[src/rtl/fetch_stage.sv]
// Instruction-fetch stage: owns the PC, issues icache reads, fills the IF/ID
// register and applies decode-side redirects (branch/jump/jr) and halt.
module fetch_stage #(
  parameter logic [31:0] PC_INIT = 32'h0000_0000,
  parameter int unsigned WORD_W  = 32
) (
  input  logic              CLK,
  input  logic              RST,
  output logic [WORD_W-1:0] imemaddr,
  output logic              iREN,
  input  logic              ihit,
  input  logic [WORD_W-1:0] imemload,
  input  logic              stall,
  input  logic              redirect,
  input  logic [1:0]        pcsrc,
  input  logic [15:0]       imm16,
  input  logic [25:0]       jaddr,
  input  logic [WORD_W-1:0] rs_data,
  input  logic [WORD_W-1:0] id_npc,
  input  logic              halt,
  output logic [WORD_W-1:0] ifid_instr,
  output logic [WORD_W-1:0] ifid_npc,
  output logic              ifid_valid,
  output logic              halted
);

  typedef enum logic [0:0] {
    ST_RUN    = 1'b0,
    ST_HALTED = 1'b1
  } state_t;

  state_t            state_q, state_d;
  logic [WORD_W-1:0] pc_q, pc_d;
  logic [WORD_W-1:0] instr_q, instr_d;
  logic [WORD_W-1:0] npc_q, npc_d;
  logic              valid_q, valid_d;
  logic [WORD_W-1:0] target_s;

  // Redirect target, all arithmetic wraps modulo 2^32.
  function automatic logic [WORD_W-1:0] calc_target(
    input logic [1:0]        src,
    input logic [15:0]       imm,
    input logic [25:0]       ja,
    input logic [WORD_W-1:0] rs,
    input logic [WORD_W-1:0] npc
  );
    logic [WORD_W-1:0] t;
    case (src)
      2'd1:    t = npc + {{14{imm[15]}}, imm, 2'b00};
      2'd2:    t = {npc[31:28], ja, 2'b00};
      2'd3:    t = rs;
      default: t = npc;
    endcase
    return t;
  endfunction

  assign target_s = calc_target(pcsrc, imm16, jaddr, rs_data, id_npc);

  // Next-state selection; stall outranks halt, which outranks redirect and ihit.
  always_comb begin
    state_d = state_q;
    pc_d    = pc_q;
    instr_d = instr_q;
    npc_d   = npc_q;
    valid_d = valid_q;
    case (state_q)
      ST_RUN: begin
        if (stall) begin
          valid_d = valid_q;
        end else if (halt) begin
          valid_d = 1'b0;
          state_d = ST_HALTED;
        end else if (redirect && (pcsrc != 2'd0)) begin
          pc_d    = target_s;
          valid_d = 1'b0;
        end else if (ihit) begin
          instr_d = imemload;
          npc_d   = pc_q + 32'd4;
          valid_d = 1'b1;
          pc_d    = pc_q + 32'd4;
        end else begin
          valid_d = 1'b0;
        end
      end
      ST_HALTED: begin
        valid_d = 1'b0;
      end
      default: begin
        state_d = ST_HALTED;
        valid_d = 1'b0;
      end
    endcase
  end

  // State and IF/ID register update with synchronous reset.
  always_ff @(posedge CLK) begin
    if (RST) begin
      state_q <= ST_RUN;
      pc_q    <= PC_INIT;
      instr_q <= 32'h0000_0000;
      npc_q   <= 32'h0000_0000;
      valid_q <= 1'b0;
    end else begin
      state_q <= state_d;
      pc_q    <= pc_d;
      instr_q <= instr_d;
      npc_q   <= npc_d;
      valid_q <= valid_d;
    end
  end

  assign imemaddr   = pc_q;
  assign iREN       = (state_q == ST_RUN);
  assign halted     = (state_q == ST_HALTED);
  assign ifid_instr = instr_q;
  assign ifid_npc   = npc_q;
  assign ifid_valid = valid_q;

endmodule

[config.mk]
export PLATFORM = sky130hd
export DESIGN_NAME = fetch_stage
export DESIGN_NICKNAME = d
export VERILOG_FILES = /design/src/rtl/fetch_stage.sv
export SDC_FILE = /design/constraint.sdc
export NUM_CORES = 1
export LEC_CHECK = 0
export CORE_MARGIN = 10
export CORE_UTILIZATION = 45
export CTS_CLUSTER_SIZE = 16
export DETAILED_ROUTE_END_ITERATION = 16
export GPL_ROUTABILITY_DRIVEN = 1
export PLACE_DENSITY = 0.79
export SYNTH_ARGS = -nofsm -noshare
export SYNTH_HDL_FRONTEND = slang
export SYNTH_SLANG_ARGS = --single-unit
[constraint.sdc]
create_clock -name CLK -period 3.8 [get_ports CLK]
set_input_delay 0.76 -clock CLK [delete_from_list [all_inputs] [get_ports CLK]]
set_output_delay 0.76 -clock CLK [all_outputs]
set_load 0.01 [all_outputs]
==> After elaboration in Yosys (flattened, before gate mapping) <==
Cells that the tools add are included.
{ "classes": {"addsub": 2, "eq_ne": 4, "muxes": 11, "bitwise_logic": 4, "n_reduce_logical": 5} }
{ "ops": {"columns": ["op", "n"], "rows": [
  ["$pmux 32 s3", 1],
  ["$mux 32", 2],
  ["$add 32x3->32 const B", 1],
  ["$add 32x32->32", 1],
  ["$mux 1", 7],
  ["$reduce_and 5->1", 1],
  ["$eq 2x2->1 const B", 2],
  ["$not 1->1", 4],
  ["$reduce_and 4->1", 1],
  ["$reduce_bool 2->1", 2],
  ["$eq 2x1->1 const B", 1],
  ["$ne 2x2->1 const B", 1],
  ["$pmux 1 s2", 1],
  ["$logic_and 1x1->1", 1]
]} }
{ "word_totals": {"regBits": 98, "inputBits": 146, "wordCells": 31} }

==> Logic depth before layout (Yosys ltp) <==
{ "depth": {"depth_word": 6, "ltp_mapped": 12} }

==> Worst setup path after synthesis <==
Ideal clock, no wire load.
{ "synth_path": {"path_type": "input to register", "from": "input imm16[8]", "to": "register pc_q[29], in the netlist imemaddr[29]", "setup_ps": 134, "arrival_time_ps": 2722, "required_ps": 3666, "setup_slack_ps": 944, "cell_stages": 10, "path_buffers": 0, "path_cell_list": "ha_1 and3_1 and3_1 a211oi_2 o311a_4 o21ai_2 a41oi_2 xnor2_1 a221oi_1 a211oi_1"} }
{ "synth_between": {"elab_chain_cells": 3} }
{ "synth_rtl": {"columns": ["item", "line", "text"], "rows": [
  ["start: declaration", "16", "input logic [15:0] imm16,"],
  ["$add 32x32->32", "49", "2'd1: t = npc + {{14{imm[15]}}, imm, 2'b00};"],
  ["$pmux 32 s3", "48", "case (src)"],
  ["$mux 32", "73", "end else if (redirect && (pcsrc != 2'd0)) begin"],
  ["end signal: assignment", "105", "pc_q <= pc_d;"],
  ["end: declaration", "33", "logic [WORD_W-1:0] pc_q, pc_d;"]
]} }
No other way between the ends.
A chain may end at the register's enable or synchronous reset.

==> Final worst setup path <==
{ "layout_path": {"from": "input imm16[5]", "to": "register pc_q[28], in the netlist imemaddr[28]"} }
The elaborated chain is that of the path after synthesis.

==> out/qor.yml <==
outcome:
  status: "finished clean"
cells_and_area:
  fill_cells: 1229
  antenna_cells: 0
  syn_to_final_growth_pct: 45.7
  drive_gt1_share_pct: 5.93
  layout.nets: 1252
global_routing:
  antenna_found_initial: 0
  grt_max_degree: 52
  overflow: 0
  grtUsageTotal_pct: 22.9
  grt_pass1_wl_mm: 37.2
  grt_pass1_vias: 6803
route:
  ant_nets: 0
  avgViaCountPerCell: 5.63
  drtPass1Iterations: 5
  drc: 0
  drt_iter0_drc: 463
  totalWireLength_mm: 23.5
  routed-via-count: 7092
  wl_per_cell_um: 18.7
clock_tree:
  ctsResizeCount: 0
  clk_latency_ps: 340
  numCtsBuffers: 9
  cts_tree: "done"
  cts_root_buf: "clkbuf_16"
  post_cts_buffers: 0
  h-tree-depth: 3
  path_clk_slew_ps: 60
  clockBufferDepth: 2
  ctsHoldBuffers: 0
  clkSinkCount: 98
placed_design:
  port_buffers: 244
  place_ws_ps: 204
  dp_hpwl_mm: 18.8
  place.gp.congestion: 0.920
floorplan:
  dieHeight_um: 140
  dieArea_um2: 19500
  io-pin-count: 245
  rows: 43
  die_w_um: 140
  coreArea_um2: 13900
  start_util_pct: 46.3
critical_path:
  crit_path_top_delay_cell: "clkdlybuf4s50_1"
  critical_path_class: "in2reg"
  critical_path_required_ps: 4030
  rr_worst_depth: 9
  end_kind: "register"
  cp-start-kind: "input port"
  cpPeakStageDelay_ps: 410
  critical_path_peak_fanout: 6
  crit_top_cell: "nand2_1"
  cp_cell_sequence: "clkdlybuf4s50_1 > ha_1 > and2_1 > a311oi_1 > nand2_1 > a31oi_1 > o211ai_1 > a32o_1 > o22ai_1 > mux2i_1 > nand2_1"
  crit_arrival_ps: 3510
logic_synthesis:
  syn-num-nets: 1027
  synthFlopType: "dfxtp_1"
  async_flop_share_pct: 0
  yosysWarnings: 0
  postSynthCellCount: 850
  synth_edf_count: 0
  synthesis.area_um2: 6450
  ys_ff_latch: 98
  syn_avg_cell_area_um2: 7.59
  ys_types: 67
  yosysSeqAreaShare_pct: 30.4
power_and_ir_drop:
  pwr-share-clk_pct: 32.8
  combPwrFrac_pct: 27.9
  seq_power_share_pct: 39.2
  switching_power_mw: 0.800
  p_int_mw: 2.01
  vdd_drop_max_mv: 0.175
  p_leak_nw: 3.46
  switching_share_pct: 28.5
  power_per_cell_area_nw_per_um2: 299
sta:
  slew_headroom_pct: 51.4
  drv_slew: 0
  setup_violations: 0
  fin_ws_ps: 525
  rsz0062_at_grt: "false"
  worst_slew_pin_slew_ps: 727
  max_freq_mhz: 305
  fin_crit_ps: 3280
  timing.final.crit_share_pct: 86.2
  hold_viol: 0
  tns_ps: 0
  finClkSkew_ps: 8.08
job:
  maxCapViolations: 0
worst_hold_path:
  hold_path.class: "reg2reg"
  hold_depth: 2
routing by layer:
layer  up-vias  GRT usage (%)  share of wire [%]
met1      3216           29.9                 44
li1       3505              -                  -
met2       348           35.4                 44
met5         -              0                  0
met4         0           4.78                1.4
met3        23           7.93                 11
flip-flops by register name, indices dropped and copies added, names as in the netlist:
| register | flops |
|---|---|
| halted | 1 |
| ifid_instr | 32 |
| ifid_npc | 32 |
| ifid_valid | 1 |
| imemaddr | 32 |
power by group through the flow:
stage / combinational (mW) / clock [mW] / sequential, mW
after floorplan: 0.400 / 0 / 1.14
after global placement: 0.776 / 0 / 1.12
after detailed placement: 0.778 / 0 / 1.12
after CTS: 0.782 / 0.937 / 1.10
after global routing: 0.856 / 0.986 / 1.11
final: 0.785 / 0.922 / 1.10
per-stage QoR:
stage               utilization (%)  std cells  power (mW)  instance area [µm²]  hold WS [ps]
finish                         67.4       1260        2.81                 9400           452
global route                   67.4       1260        2.95                 9400           472
CTS                            67.4       1260        2.82                 9400           454
detailed placement             65.3       1244        1.90                 9100           445
global placement               65.3       1244        1.90                 9100           441
floorplan                         -        850        1.53                 6450           481
final timing paths:
| path | from | end | slack (ps) |
|---|---|---|---|
| setup / recovery | imm16[5] | imemaddr[28] | 520 |
| hold / removal | ifid_instr[13] | ifid_instr[13] | 450 |
| setup reg to reg | imemaddr[19] | imemaddr[28] | 1330 |
| hold reg to reg | ifid_instr[13] | ifid_instr[13] | 450 |
layout make-up:
cell class                      count  area [µm²]  share of cell area, %
Multi-Input combinational cell    685        4240                   45.1
Inverter                           14        52.6                  0.559
Sequential cell                    98        1960                   20.9
Timing Repair Buffer              267        2620                   27.9
Clock inverter                      2        35.0                  0.373
Clock buffer                       14         264                   2.81
Tap cell                          180         225                   2.40
cells in the mapped netlist (4+ instances only):
master    number  area share [%]
o21a_1         5            0.58
o21bai_1       5            0.58
buf_1          4            0.23
nand4_1        5            0.49
inv_1         14            0.81
buf_2          9            0.70
a221oi_1      11             1.5
nand3_1       23             1.8
nand2b_1       4            0.39
nor3_1        11            0.85
nor2b_1        4            0.39
and3_1         7            0.68
nor2_1        69             4.0
nand2_1      161             9.4
o21ai_1        7            0.54
o21ai_0       42             3.3
a21o_1        15             1.7
o22ai_1        7            0.68
a32o_1         4            0.62
clkbuf_1      40             2.3
ha_1          30             5.8
o211ai_1       5            0.58
mux2i_1       14             2.2
and2_1         5            0.49
a311oi_1       7            0.95
a22o_1         4            0.54
or3_1          5            0.49
xnor2_1       30             4.1
dfxtp_1       98              30
a21oi_1       89             6.9
a22oi_1        4            0.47
xor2_1        24             3.3
a211oi_1      36             4.2
a31oi_1        7            0.68
layout by cell type (no fill, tap or decap), types with 7 or more instances in the layout:
cell / n
a211oi_1: 36
a21o_1: 15
a21oi_1: 89
a221oi_1: 11
a311oi_1: 7
a31oi_1: 7
and3_1: 7
buf_4: 23
clkbuf_16: 9
clkdlybuf4s50_1: 242
dfxtp_1: 98
ha_1: 30
inv_1: 14
mux2i_1: 14
nand2_1: 161
nand3_1: 23
nor2_1: 68
nor3_1: 11
o21ai_0: 42
o22ai_1: 7
xnor2_1: 30
xor2_1: 24
logic make-up after synthesis:
family	count (synthesis)	share of synthesized area [%]
simple gates	313	21.7
compound gates	269	27.4
flops	98	30.4
buf+inv	67	4.07
xor+xnor	55	7.59
fa+ha+maj	31	6.13
mux	17	2.70
critical path, delay by kind of cell:
| family | cells | cell delay [ps] |
|---|---|---|
| AOI/OAI and AO/OA | 5 | 1330 |
| buffers and inverters | 1 | 410 |
| and+or+nand+nor | 3 | 410 |
| adders and majority gates | 1 | 380 |
| muxes | 1 | 220 |
(Power assumes the default switching activity.)
